**src/rtl/ir_pkg.sv**
```systemverilog
// ir_pkg: shared definitions for the car IR link (receiver and transmitter).
// FSM encodings, field indices, command bit positions, per-car timing sets and length matching.
package ir_pkg;

  typedef enum logic [2:0] {
    ST_IDLE  = 3'd0,
    ST_START = 3'd1,
    ST_GAP   = 3'd2,
    ST_BURST = 3'd3,
    ST_DONE  = 3'd4
  } state_e;

  localparam logic [2:0] FI_CAR_SELECT = 3'd1;
  localparam logic [2:0] FI_RIGHT      = 3'd2;
  localparam logic [2:0] FI_LEFT       = 3'd3;
  localparam logic [2:0] FI_BACK       = 3'd4;
  localparam logic [2:0] FI_FORWARD    = 3'd5;

  localparam logic [1:0] CMD_RIGHT   = 2'd0;
  localparam logic [1:0] CMD_LEFT    = 2'd1;
  localparam logic [1:0] CMD_BACK    = 2'd2;
  localparam logic [1:0] CMD_FORWARD = 2'd3;

  localparam logic [7:0] PERIOD_MAX = 8'd255;

  typedef struct packed {
    int unsigned clock_ratio;
    int unsigned start_burst;
    int unsigned car_select_burst;
    int unsigned gap;
    int unsigned assert_burst;
    int unsigned deassert_burst;
    int unsigned tolerance;
  } car_cfg_t;

  localparam car_cfg_t YELLOW_CAR = '{
    clock_ratio:      32'd1250,
    start_burst:      32'd88,
    car_select_burst: 32'd22,
    gap:              32'd40,
    assert_burst:     32'd44,
    deassert_burst:   32'd22,
    tolerance:        32'd4
  };

  function automatic logic len_match(input logic [7:0] len, input int unsigned size,
                                     input int unsigned tol);
    int l;
    int lo;
    int hi;
    l  = int'({24'd0, len});
    lo = int'(size) - int'(tol);
    hi = int'(size) + int'(tol);
    return (l >= lo) && (l <= hi);
  endfunction

  function automatic logic [1:0] field_bit(input logic [2:0] fi);
    case (fi)
      FI_RIGHT:   return CMD_RIGHT;
      FI_LEFT:    return CMD_LEFT;
      FI_BACK:    return CMD_BACK;
      FI_FORWARD: return CMD_FORWARD;
      default:    return CMD_RIGHT;
    endcase
  endfunction

endpackage

```
**src/rtl/ir_pulse_timer.sv**
```systemverilog
// ir_pulse_timer: carrier-period prescaler plus 8-bit saturating period counter.
// Both counters restart from zero whenever clr_i is asserted.
module ir_pulse_timer
  import ir_pkg::*;
#(
  parameter int unsigned ClockRatio = 1250,
  parameter int unsigned PrescW     = (ClockRatio > 1) ? $clog2(ClockRatio) : 1
) (
  input  logic              clk_i,
  input  logic              rst_ni,
  input  logic              clr_i,
  output logic [PrescW-1:0] presc_o,
  output logic [7:0]        period_o,
  output logic              sat_o
);

  logic [PrescW-1:0] presc_q;
  logic [7:0]        period_q;

  always_ff @(posedge clk_i or negedge rst_ni) begin
    if (!rst_ni) begin
      presc_q  <= '0;
      period_q <= 8'd0;
    end else if (clr_i) begin
      presc_q  <= '0;
      period_q <= 8'd0;
    end else if (presc_q == PrescW'(ClockRatio - 1)) begin
      presc_q <= '0;
      if (period_q != PERIOD_MAX) begin
        period_q <= period_q + 8'd1;
      end else begin
        period_q <= period_q;
      end
    end else begin
      presc_q <= presc_q + PrescW'(1'b1);
    end
  end

  assign presc_o  = presc_q;
  assign period_o = period_q;
  assign sat_o    = (period_q == PERIOD_MAX);

endmodule

```
**src/rtl/ir_packet_receiver.sv**
```systemverilog
// ir_packet_receiver: decodes demodulated IR car-link packets into a 4-bit command strobe.
// Defining IR_RX_GLITCH_FILTER_EN inserts a FilterLen-cycle stability filter after the synchroniser.
module ir_packet_receiver
  import ir_pkg::*;
#(
  parameter int unsigned ClockRatio         = YELLOW_CAR.clock_ratio,
  parameter int unsigned StartBurstSize     = YELLOW_CAR.start_burst,
  parameter int unsigned CarSelectBurstSize = YELLOW_CAR.car_select_burst,
  parameter int unsigned GapSize            = YELLOW_CAR.gap,
  parameter int unsigned AsserBurstSize     = YELLOW_CAR.assert_burst,
  parameter int unsigned DeAsserBurstSize   = YELLOW_CAR.deassert_burst,
  parameter int unsigned Tolerance          = YELLOW_CAR.tolerance
`ifdef IR_RX_GLITCH_FILTER_EN
  , parameter int unsigned FilterLen        = 16
`endif
) (
  input  logic       CLK,
  input  logic       RST_N,
  input  logic       IR_IN,
  output logic [3:0] COMMAND,
  output logic       CMD_VALID,
  output logic       PKT_ERR,
  output logic [2:0] STATE
);

  localparam int unsigned PrescW = (ClockRatio > 1) ? $clog2(ClockRatio) : 1;

  logic [1:0]        sync_q;
  logic              level_s;
  logic              prev_q;
  logic              rise_q;
  logic              fall_q;
  logic [PrescW-1:0] presc_s;
  logic [7:0]        period_s;
  logic              sat_s;
  logic [7:0]        len_s;

  state_e            state_q;
  state_e            state_d;
  logic [2:0]        fi_q;
  logic [2:0]        fi_d;
  logic [3:0]        shadow_q;
  logic [3:0]        shadow_d;
  logic [3:0]        command_q;
  logic [3:0]        command_d;
  logic              cmd_valid_q;
  logic              cmd_valid_d;
  logic              pkt_err_q;
  logic              pkt_err_d;
  logic              abort_s;
  logic              bit_s;

  always_ff @(posedge CLK or negedge RST_N) begin
    if (!RST_N) begin
      sync_q <= 2'b00;
    end else begin
      sync_q <= {sync_q[0], IR_IN};
    end
  end

`ifdef IR_RX_GLITCH_FILTER_EN
  localparam int unsigned FiltW = (FilterLen > 1) ? $clog2(FilterLen) : 1;

  logic             filt_q;
  logic [FiltW-1:0] filt_cnt_q;

  // Level only follows the synchroniser after FilterLen consecutive disagreeing cycles.
  always_ff @(posedge CLK or negedge RST_N) begin
    if (!RST_N) begin
      filt_q     <= 1'b0;
      filt_cnt_q <= '0;
    end else if (sync_q[1] == filt_q) begin
      filt_cnt_q <= '0;
    end else if (filt_cnt_q == FiltW'(FilterLen - 1)) begin
      filt_q     <= sync_q[1];
      filt_cnt_q <= '0;
    end else begin
      filt_cnt_q <= filt_cnt_q + FiltW'(1'b1);
    end
  end

  assign level_s = filt_q;
`else
  assign level_s = sync_q[1];
`endif

  always_ff @(posedge CLK or negedge RST_N) begin
    if (!RST_N) begin
      prev_q <= 1'b0;
      rise_q <= 1'b0;
      fall_q <= 1'b0;
    end else begin
      prev_q <= level_s;
      rise_q <= level_s & ~prev_q;
      fall_q <= ~level_s & prev_q;
    end
  end

  ir_pulse_timer #(
    .ClockRatio(ClockRatio),
    .PrescW    (PrescW)
  ) u_timer (
    .clk_i   (CLK),
    .rst_ni  (RST_N),
    .clr_i   (rise_q | fall_q),
    .presc_o (presc_s),
    .period_o(period_s),
    .sat_o   (sat_s)
  );

  // The edge is seen one cycle before the final wrap, so round the partial period.
  assign len_s = (!sat_s && (presc_s >= PrescW'(ClockRatio / 2))) ? (period_s + 8'd1) : period_s;

  always_ff @(posedge CLK or negedge RST_N) begin
    if (!RST_N) begin
      state_q  <= ST_IDLE;
      fi_q     <= 3'd0;
      shadow_q <= 4'd0;
    end else begin
      state_q  <= state_d;
      fi_q     <= fi_d;
      shadow_q <= shadow_d;
    end
  end

  always_comb begin
    state_d  = state_q;
    fi_d     = fi_q;
    shadow_d = shadow_q;
    abort_s  = 1'b0;
    bit_s    = 1'b0;
    case (state_q)
      ST_IDLE: begin
        if (rise_q) begin
          state_d = ST_START;
        end else begin
          state_d = ST_IDLE;
        end
      end
      ST_START: begin
        if (fall_q) begin
          if (len_match(len_s, StartBurstSize, Tolerance)) begin
            state_d  = ST_GAP;
            fi_d     = FI_CAR_SELECT;
            shadow_d = 4'd0;
          end else begin
            state_d = ST_IDLE;
          end
        end else if (sat_s) begin
          state_d = ST_IDLE;
        end else begin
          state_d = ST_START;
        end
      end
      ST_GAP: begin
        if (rise_q) begin
          if (len_match(len_s, GapSize, Tolerance)) begin
            state_d = ST_BURST;
          end else begin
            state_d = ST_IDLE;
            abort_s = 1'b1;
          end
        end else if (len_s > 8'(GapSize + Tolerance)) begin
          state_d = ST_IDLE;
          abort_s = 1'b1;
        end else begin
          state_d = ST_GAP;
        end
      end
      ST_BURST: begin
        if (fall_q) begin
          if (fi_q == FI_CAR_SELECT) begin
            if (len_match(len_s, CarSelectBurstSize, Tolerance)) begin
              state_d = ST_GAP;
              fi_d    = fi_q + 3'd1;
            end else begin
              state_d = ST_IDLE;
              abort_s = 1'b1;
            end
          end else if (len_match(len_s, AsserBurstSize, Tolerance) ||
                       len_match(len_s, DeAsserBurstSize, Tolerance)) begin
            // Asserted is tested first so it wins when the two windows overlap.
            bit_s = len_match(len_s, AsserBurstSize, Tolerance);
            shadow_d[field_bit(fi_q)] = bit_s;
            if (fi_q == FI_FORWARD) begin
              state_d = ST_DONE;
            end else begin
              state_d = ST_GAP;
              fi_d    = fi_q + 3'd1;
            end
          end else begin
            state_d = ST_IDLE;
            abort_s = 1'b1;
          end
        end else if (sat_s) begin
          state_d = ST_IDLE;
          abort_s = 1'b1;
        end else begin
          state_d = ST_BURST;
        end
      end
      ST_DONE: begin
        state_d = ST_IDLE;
      end
      default: begin
        state_d = ST_IDLE;
      end
    endcase
  end

  always_comb begin
    command_d   = command_q;
    cmd_valid_d = 1'b0;
    pkt_err_d   = abort_s;
    if ((state_d == ST_DONE) && (state_q != ST_DONE)) begin
      command_d   = shadow_d;
      cmd_valid_d = 1'b1;
    end else begin
      command_d   = command_q;
      cmd_valid_d = 1'b0;
    end
  end

  always_ff @(posedge CLK or negedge RST_N) begin
    if (!RST_N) begin
      command_q   <= 4'd0;
      cmd_valid_q <= 1'b0;
      pkt_err_q   <= 1'b0;
    end else begin
      command_q   <= command_d;
      cmd_valid_q <= cmd_valid_d;
      pkt_err_q   <= pkt_err_d;
    end
  end

  assign COMMAND   = command_q;
  assign CMD_VALID = cmd_valid_q;
  assign PKT_ERR   = pkt_err_q;
  assign STATE     = state_q;

endmodule
```
**config.mk**
```make
export PLATFORM = sky130hd
export DESIGN_NAME = ir_packet_receiver
export DESIGN_NICKNAME = d
export VERILOG_FILES = /design/src/rtl/ir_pkg.sv /design/src/rtl/ir_pulse_timer.sv /design/src/rtl/ir_packet_receiver.sv
export SDC_FILE = /design/constraint.sdc
export NUM_CORES = 1
export LEC_CHECK = 0
export CAP_MARGIN = 20
export CORE_MARGIN = 2
export CORE_UTILIZATION = 45
export CTS_CLUSTER_SIZE = 30
export DETAILED_ROUTE_END_ITERATION = 10
export SETUP_SLACK_MARGIN = 0.4
export SYNTH_ARGS = -nofsm -noshare
export SYNTH_HDL_FRONTEND = slang
export SYNTH_SLANG_ARGS = --single-unit
```
**constraint.sdc**
```tcl
create_clock -name CLK -period 3.6 [get_ports CLK]
set_input_delay 0.72 -clock CLK [delete_from_list [all_inputs] [get_ports CLK]]
set_output_delay 0.72 -clock CLK [all_outputs]
set_load 0.05 [all_outputs]
```
==> flow_summary.ini, run 1 <==
[sta]
tns_ns = 0
timing.final.hold_violations = 0
tightestPinTransition_ns = 0.895
timing.final.crit_share = 0.872
final_max_slew_viol_count = 0
period_needed_ns = 3.14
holdWs_ns = 0.360
setup_viol = 0
rsz0062_at_grt = true
fmax_mhz = 319
slew_headroom = 0.403
fin_skew_ns = 0.00526

[synthesis]
ys.flop_type = dfrtp_1
async_reset_ff_frac = 1.00
synth.avg_cell_area_um2 = 8.82
synth_area_leader_cell = dfrtp_1
ys_ff_latch = 40
synth_area_leaders = dfrtp_1, nor2_1, o21ai_0
seq_area_frac_synth = 0.343
syn_area_um2 = 2920
yosys_warnings = 0
synthDistinctLibCells = 81
synth.top_cell.area_share = 0.343
synth_edf_count = 0
synthCells = 331
syn-num-nets = 341

[placement]
hpwl_um = 5140
gp_congestion = 0.877
portBuffers = 11

[clock_tree]
clock-sinks = 40
cts_root_buffer = clkbuf_8
htree_levels = 2
cts_tree = yes
cts_buffers = 5
clk_latency_ns = 0.30
cts_buffer_depth = 2
clk_pin_slew_ns = 0.09
cts_hold_buf = 0

[die]
dieWidth_um = 84.5
io_pins = 12
start_util = 0.462
core_region_area_um2 = 6310
die_area_um2 = 7150
die_h_um = 84.5
rows = 29

[power]
pwr_density_cell_nw_per_um2 = 340
p_leak_nw = 1.21
ir_drop_v = 0.000193

[final_layout]
diodes = 0
regArea_um2 = 1000
fillers = 595
fin_nets = 341
multi_input_area_um2 = 1810
drive_gt1_frac = 0.142
syn_to_final_growth_pct = 10.4

[setup_path]
worstSetupPathType = reg -> reg
crit_chain = inv_1 -> ha_1 -> or4_4 -> o211ai_4 -> nand2_2 -> a21o_4 -> mux2i_2 -> or2_4 -> a211o_4 -> mux2_4
end_kind = flop
required_ns = 3.78
critPathMaxStageDelay_ns = 0.46
crit_slowest_cell = or4_4
critical_path_peak_fanout = 6
arrival_ns = 3.32
path_buf_inv = 1
setup.worst_path.start_class = flop
crit_family = simple AND/OR/NAND/NOR gates

[global_routing]
grt_pass1_vias = 2411
grt_overflow = 0
grt_usage = 0.213
grt_pass1_wl_um = 12400
grt_max_degree = 41
antenna_found_initial = 0

[route]
dr.pass1.iters = 5
drt_wl_total_um = 7190
drc = 0
drt_iter0_drc = 184
wl_per_cell_um = 17.6
num_vias = 2541
postRouteAntennaNets = 0
drt-vias-per-instance = 6.21

[hold_path]
hold_class = reg -> reg

[status]
status = finished, final reports clean

[job]
drv_cap = 0
==> placed cells by master, fill, tap and decap left out, types with 3 or more instances in the layout <==
cell type / count
dfrtp_1: 38
nor2_1: 31
o21ai_0: 21
nand2_1: 20
inv_1: 18
nand3_1: 18
a21oi_1: 11
clkdlybuf4s50_1: 10
o211ai_1: 9
xnor2_1: 8
nor3_1: 8
o31ai_1: 8
and3_1: 7
nor2b_1: 6
ha_1: 6
nand4_1: 5
a31oi_1: 5
clkbuf_8: 5
and2_1: 4
mux2_4: 4
o22ai_1: 3
o21ai_1: 3
mux2i_1: 3
buf_4: 3
==> cells in the mapped netlist (all sizes together) (3+ instances only) <==
master	count
o211ai	11
o31ai	8
a211oi	4
nor3	8
or3	3
o21ai	25
and2	6
a31oi	5
a21oi	11
mux2i	5
clkbuf	14
inv	18
dfrtp	40
and3	8
nand3	19
mux2	6
xnor2	8
a21boi	3
o22ai	3
buf	7
nor2	31
nand4	5
nor2b	6
nand2	23
or2	3
ha	7
==> per-stage QoR <==
stage	util	std cells	instance area [um2]	power, mW	setup slack, ns
2_1_floorplan	-	331	2920	0.640	0.679
3_3_place_gp	0.483	401	3050	0.691	0.166
3_5_place_dp	0.483	401	3050	0.692	0.157
4_1_cts	0.502	409	3170	1.09	0.458
5_1_grt	0.511	409	3220	1.15	0.385
6_report	0.511	409	3220	1.10	0.462
==> worst paths after layout <==
path,endpoint,slack [ns],start,depth (start not counted)
worst min register to register,sync_q[1],0.36,sync_q[0],0
worst min-delay path,sync_q[1],0.36,sync_q[0],0
worst max-delay path,COMMAND[2],0.46,u_timer.presc_o[1],10
max in group asynchronous,u_timer.period_o[0],2.44,RST_N,1
worst max register to register,COMMAND[2],0.46,u_timer.presc_o[1],10
min in group asynchronous,u_timer.period_o[7],0.53,RST_N,1
==> report_power, final <==
part	leakage [nW]	total, mW	switching, mW	internal [mW]
clock network	0.0548	0.391	0.182	0.209
registers	0.540	0.515	0.0465	0.468
logic	0.620	0.191	0.114	0.0768
total	1.21	1.10	0.342	0.754
==> per-layer routing <==
layer  GRT usage  share of wire  vias to the layer above
met5           0              0                        -
met4      0.0664          0.022                        0
met3      0.0334          0.054                       14
met2       0.327           0.46                      100
met1       0.308           0.47                     1202
li1            -              -                     1225
==> state kept, by name, summed over array words and instances, names as in the netlist <==
name	flops
rise_q	1
shadow_q	4
STATE	3
fi_q	3
CMD_VALID	1
COMMAND	4
fall_q	1
prev_q	1
u_timer.period_o	8
u_timer.presc_o	11
PKT_ERR	1
sync_q	2
==> kinds of logic after synthesis <==
| family | after synthesis | share of synthesized area |
|---|---|---|
| muxes | 11 | 0.0467 |
| AOI/OAI and AO/OA | 99 | 0.263 |
| DFF | 40 | 0.343 |
| adders and majority gates | 7 | 0.0300 |
| xor gates and xnor gates | 10 | 0.0300 |
| and+or+nand+nor | 125 | 0.229 |
| buffers and inverters | 39 | 0.0579 |
==> cell type report <==
type | count | area share
multi-input cells | 252 | 0.563
flip-flops and latches | 40 | 0.311
repair buffers | 14 | 0.0396
well taps | 77 | 0.0299
clock buffers | 5 | 0.0214
inverters | 18 | 0.0210
clock inverters | 3 | 0.0144
==> repair_timing <==
item                       in CTS  in global routing
setup buffers                   0                  0
resized for setup               4                  8
setup endpoints to repair       8                  6
(Power assumes the default switching activity.)
==> run 2: changes to the inputs <==
--- a/config.mk
+++ b/config.mk
@@ -5,11 +5,14 @@
 export SDC_FILE = /design/constraint.sdc
 export NUM_CORES = 1
 export LEC_CHECK = 0
+export ABC_AREA = 1
 export CAP_MARGIN = 20
 export CORE_MARGIN = 2
 export CORE_UTILIZATION = 45
+export CTS_CLUSTER_DIAMETER = 100
 export CTS_CLUSTER_SIZE = 30
 export DETAILED_ROUTE_END_ITERATION = 10
+export GPL_TIMING_DRIVEN = 0
 export SETUP_SLACK_MARGIN = 0.4
 export SYNTH_ARGS = -nofsm -noshare
 export SYNTH_HDL_FRONTEND = slang
==> run 2 against run 1 <==
Against the previous run:
- global-route usage fell by 3.7 points
- non-clock buffer count up 1
- fmax grew 22%
- worst hold slack got worse by 0.084 ns
- synthesized area down 14%
- setup slack improved by 0.58 ns
- via count shrank 18%
- first-iteration DRC count fell by 38%
- total power fell by 4.1%
- cell area is 12% lower
- wire length shrank 32%
- die area decreased by 14%
==> flow_summary.ini, run 2 <==
[final_layout]
fillers = 546
fin_nets = 374
diodes = 0
layout_common_cells = nand2_1, nor2_1, dfrtp_1
largest_reg_flops = 11
final_common_cell = nand2_1
drive_gt1_frac = 0.118
utilization = 0.519
fin_area_um2 = 2820
layout.cells.non_filler = 437
syn_to_final_growth_pct = 13.1

[global_routing]
grt_pass1_wl_um = 8700
grt_pass1_vias = 2010
grt_overflow = 0
grt_max_degree = 33
grt_usage = 0.175
antenna_found_initial = 0

[clock_tree]
clk_latency_ns = 0.29
ctsResizeCount = 0
cts_root_buffer = clkbuf_8
cts_buffers = 5
postCtsSetupBuffers = 0
cts_buffer_depth = 2
cts_hold_buf = 0
cts_tree = yes
htree_levels = 2
clk_pin_slew_ns = 0.09
clock-sinks = 40

[setup_path]
critical_path_peak_fanout = 8
required_ns = 3.78
critPathLaunch = u_timer.period_o[0]
end_kind = flop
r2r_start = u_timer.period_o[0]
worstSetupPathType = reg -> reg
arrival_ns = 2.74
setup.worst_path.start_class = flop

[sta]
timing.final.crit_share = 0.712
slew_headroom = 0.645
rsz0062_at_grt = false
tns_ns = 0
fmax_mhz = 390
fin_skew_ns = 0.0164
tightestPinTransition_ns = 0.531
setup_viol = 0
period_needed_ns = 2.56
final_max_slew_viol_count = 0
timing.final.hold_violations = 0

[synthesis]
synthDistinctLibCells = 33
yosys_warnings = 0
async_reset_ff_frac = 1.00
synth_edf_count = 0
syn_area_um2 = 2500
seq_area_frac_synth = 0.401
ys.flop_type = dfrtp_1
synth.most_common_cell = nand2_1
synth_area_leader_cell = dfrtp_1
synthCells = 345
synth_common_cells = nand2_1, nor2_1, dfrtp_1
synth_area_leaders = dfrtp_1, nand2_1, nor2_1
syn-num-nets = 355
synth.avg_cell_area_um2 = 7.24
ys_ff_latch = 40
synth.top_cell.area_share = 0.401

[die]
dieWidth_um = 78.5
start_util = 0.459
die_area_um2 = 6160
die_h_um = 78.5
rows = 27
core_region_area_um2 = 5440
io_pins = 12

[status]
status = finished, final reports clean

[route]
postRouteAntennaNets = 0
dr.pass1.iters = 4
drt_wl_total_um = 4910
drc = 0
drt_iter0_drc = 115
num_vias = 2085
wl_per_cell_um = 11.2
drt-vias-per-instance = 4.77

[hold_path]
hold_class = in -> async

[job]
drv_cap = 0

[power]
pwr_density_cell_nw_per_um2 = 373
ir_drop_v = 0.000248
p_leak_nw = 1.40

[placement]
place_inst = 429
gp_congestion = 0.838
hpwl_um = 3700
dpl_cell_area_um2 = 2710
portBuffers = 11
run 2: worst paths after layout:
| path | end | slack [ns] | cells past startpoint |
|---|---|---|---|
| max in group asynchronous | shadow_q[1] | 2.87 | 2 |
| setup reg to reg | COMMAND[3] | 1.04 | 17 |
| min in group CLK | sync_q[1] | 0.36 | 0 |
| hold / removal | u_timer.period_o[7] | 0.28 | 1 |
| setup / recovery | COMMAND[3] | 1.04 | 17 |
| hold reg to reg | sync_q[1] | 0.36 | 0 |
run 2: layout make-up:
type,count,area (um2),area share
inverter,49,186,0.0660
clock buffer,5,68.8,0.0244
sequential,40,1000,0.355
multi-input combinational,253,1290,0.458
clock inverter,3,42.5,0.0151
timing repair buffer,12,125,0.0443
buffer,3,16.3,0.00576
tap,72,90.1,0.0319
run 2: report_power, final:
group	switching (mW)	internal, mW	total, mW
logic	0.117	0.0616	0.178
clock network	0.168	0.205	0.373
registers	0.0281	0.472	0.500
total	0.312	0.739	1.05
run 2: layer usage:
| metal | up-vias | routed length [um] | global-route usage |
|---|---|---|---|
| li1 | 1135 | - | - |
| met1 | 925 | 2620 | 0.242 |
| met2 | 23 | 2120 | 0.284 |
| met3 | 2 | 144 | 0.0345 |
| met4 | 0 | 28 | 0.0421 |
| met5 | - | 0 | 0 |
run 2: per-stage QoR:
stage / hold slack [ns] / setup WS, ns / power [mW]
global placement: 0.336 / 0.781 / 0.681
floorplan: 0.331 / 1.39 / 0.636
global route: 0.264 / 0.738 / 1.12
finish: 0.277 / 1.04 / 1.05
CTS: 0.278 / 1.04 / 1.07
detailed placement: 0.339 / 1.08 / 0.686
run 2: logic make-up after synthesis:
group	Yosys count	synth area share
adders and majority gates	7	0.0351
AOI/OAI and AO/OA	36	0.0797
muxes	1	0.00401
DFF	40	0.401
and+or+nand+nor	202	0.371
buffers and inverters	52	0.0812
xor gates and xnor gates	7	0.0276
run 2: worst max-delay path, stage by stage (launching register included):
cell and delay [ns]:
dfrtp_1 0.46, ha_1 0.23, nand2_2 0.09, nor2_4 0.14, nand4_4 0.16, nand2_4 0.18, xor2_2 0.22, nand2_1 0.08
nor2_1 0.11, nand2_1 0.08, nand2_2 0.13, nand2_2 0.08, nand2_2 0.08, nand2_4 0.08, nor2_8 0.13, inv_2 0.06
nand2_1 0.06, nand2_1 0.05
==> run 3: changes to the inputs <==
==> constraint.sdc (replaced) <==
create_clock -name CLK -period 2.3 [get_ports CLK]
set_input_delay 0.46 -clock CLK [delete_from_list [all_inputs] [get_ports CLK]]
set_output_delay 0.46 -clock CLK [all_outputs]
set_load 0.05 [all_outputs]
==> run 3 against run 2 <==
Against the previous run:
- the run now ends with negative setup slack left
- wire length rose by 11%
- worst hold slack got worse by 0.17 ns
- sequential share of layout area fell by 3.8 points
- sequential power rose by 56%
- global-route usage rose by 2.0 points
==> flow_summary.ini, run 3 (synthesis gave the netlist of run 2 again) <==
[placement]
pre_cts_ws_ns = -0.190
hpwl_um = 3700
place_inst = 429
portBuffers = 11
gp_congestion = 0.865

[clock_tree]
cts_buffers = 5
cts_buffer_depth = 2
clk_pin_slew_ns = 0.08
cts_tree = yes
cts_hold_buf = 0
cts_root_buffer = clkbuf_8
clock-sinks = 40
htree_levels = 2
clk_latency_ns = 0.30

[die]
core_region_area_um2 = 5440
start_util = 0.459
die_h_um = 78.5
rows = 27
dieWidth_um = 78.5
die_area_um2 = 6160
io_pins = 12

[final_layout]
syn_to_final_growth_pct = 26.7
layout.cells.non_filler = 456
layout_common_cells = nand2_1, nor2_1, dfrtp_1
largest_reg_flops = 11
diodes = 0
drive_gt1_frac = 0.258
final_common_cell = nand2_1
fin_nets = 393
utilization = 0.582
fillers = 513

[setup_path]
setup.worst_path.start_class = flop
critical_path_peak_fanout = 8
end_kind = flop
required_ns = 2.54
arrival_ns = 2.59
worstSetupPathType = reg -> reg

[global_routing]
grt_pass1_vias = 2194
grt_max_degree = 41
antenna_found_initial = 0
grt_pass1_wl_um = 9560
grt_overflow = 0
grt_usage = 0.196

[sta]
setup_viol = 7
final_max_slew_viol_count = 0
slew_headroom = 0.669
period_needed_ns = 2.36
fin_skew_ns = 0.00618
fin_ws_ns = -0.0550
timing.final.hold_violations = 0
timing.final.crit_share = 1.02
tightestPinTransition_ns = 0.496
fmax_mhz = 425
holdWs_ns = 0.106
rsz0062_at_grt = true

[power]
p_leak_nw = 1.58
pwr_density_cell_nw_per_um2 = 517
ir_drop_v = 0.000299
p_total_mw = 1.64

[status]
status = complete, but fails checks
violations = negative setup slack

[route]
drt_iter0_drc = 79
drt-vias-per-instance = 4.89
drt_wl_total_um = 5460
drc = 0
postRouteAntennaNets = 0
dr.pass1.iters = 4
wl_per_cell_um = 12.0
num_vias = 2232

[job]
drv_cap = 0

[hold_path]
hold_class = in -> async
==> run 3: changes by cell type in the layout (fill, tap and decap cells not counted), moves of 3 or more <==
cell             previous run  this run
buf_6                       0         3
nor2_1                     46        41
nand3_2                     1        10
nand3_1                    31        22
dlygate4sd2_1               0         8
nand2_4                     3         7
nor2_4                      1         4
buf_4                       1        17
clkdlybuf4s50_1            10         1
nand2_1                    91        77
nand2_2                    10        19
==> run 3: what timing repair did <==
action	in CTS	in global routing
hold endpoints to repair	0	0
endpoints found under the setup margin	32	26
pin swaps	17	17
buffers inserted	11	8
gates resized for setup	30	32
==> run 3: stage by stage <==
| step | TNS, ns | cell area, um2 |
|---|---|---|
| after global routing | -2.63 | 3160 |
| after detailed placement | -1.39 | 2720 |
| after CTS | 0 | 2980 |
| final | -0.177 | 3160 |
| after floorplan | 0 | 2510 |
| after global placement | -11.15 | 2710 |
==> run 3: per-layer routing <==
metal  global-route usage  vias up  routed length (um)
li1                     -     1169                   -
met4               0.0807        0                 123
met1                0.249     1033                2630
met3               0.0402       10                 129
met5                    0        -                   0
met2                0.324       20                2580
==> run 3: path summary, 6_finish.rpt <==
kind | start | cells past startpoint | slack, ns | to
min in group CLK | sync_q[0] | 0 | 0.35 | sync_q[1]
min reg2reg | sync_q[0] | 0 | 0.35 | sync_q[1]
max reg2reg | u_timer.presc_o[1] | 21 | -0.06 | COMMAND[0]
min | RST_N | 2 | 0.11 | u_timer.presc_o[5]
max in group asynchronous | RST_N | 2 | 1.98 | u_timer.period_o[0]
max | u_timer.presc_o[1] | 21 | -0.06 | COMMAND[0]
==> run 3: critical path: stages, from the launching register on <==
cell,delay (ns)
dfrtp_1,0.38
inv_1,0.06
ha_2,0.16
nor2_1,0.04
nand2_1,0.09
nand3_2,0.10
nand2_4,0.17
nand2_8,0.11
nand2_1,0.09
nand2_2,0.07
inv_4,0.09
nand2_1,0.09
nor2_2,0.12
nand2_2,0.07
nand2_4,0.10
inv_2,0.05
nand2_2,0.08
nand2_4,0.07
nor2_8,0.12
buf_4,0.13
nand2_1,0.05
nand2_1,0.06
==> run 3: power breakdown <==
group,internal (mW),switching [mW]
Sequential,0.740,0.0428
Combinational,0.136,0.223
Clock,0.215,0.279
==> run 3: final cells by class <==
class                           instances  area, um2  share of cell area
Buffer                                  3       16.3             0.00514
Clock buffer                            5       68.8              0.0218
Clock inverter                          3       23.8             0.00752
Inverter                               49        189              0.0597
Multi-Input combinational cell        253       1500               0.475
Sequential cell                        40       1000               0.317
Tap cell                               72       90.1              0.0285
Timing Repair Buffer                   31        272              0.0858
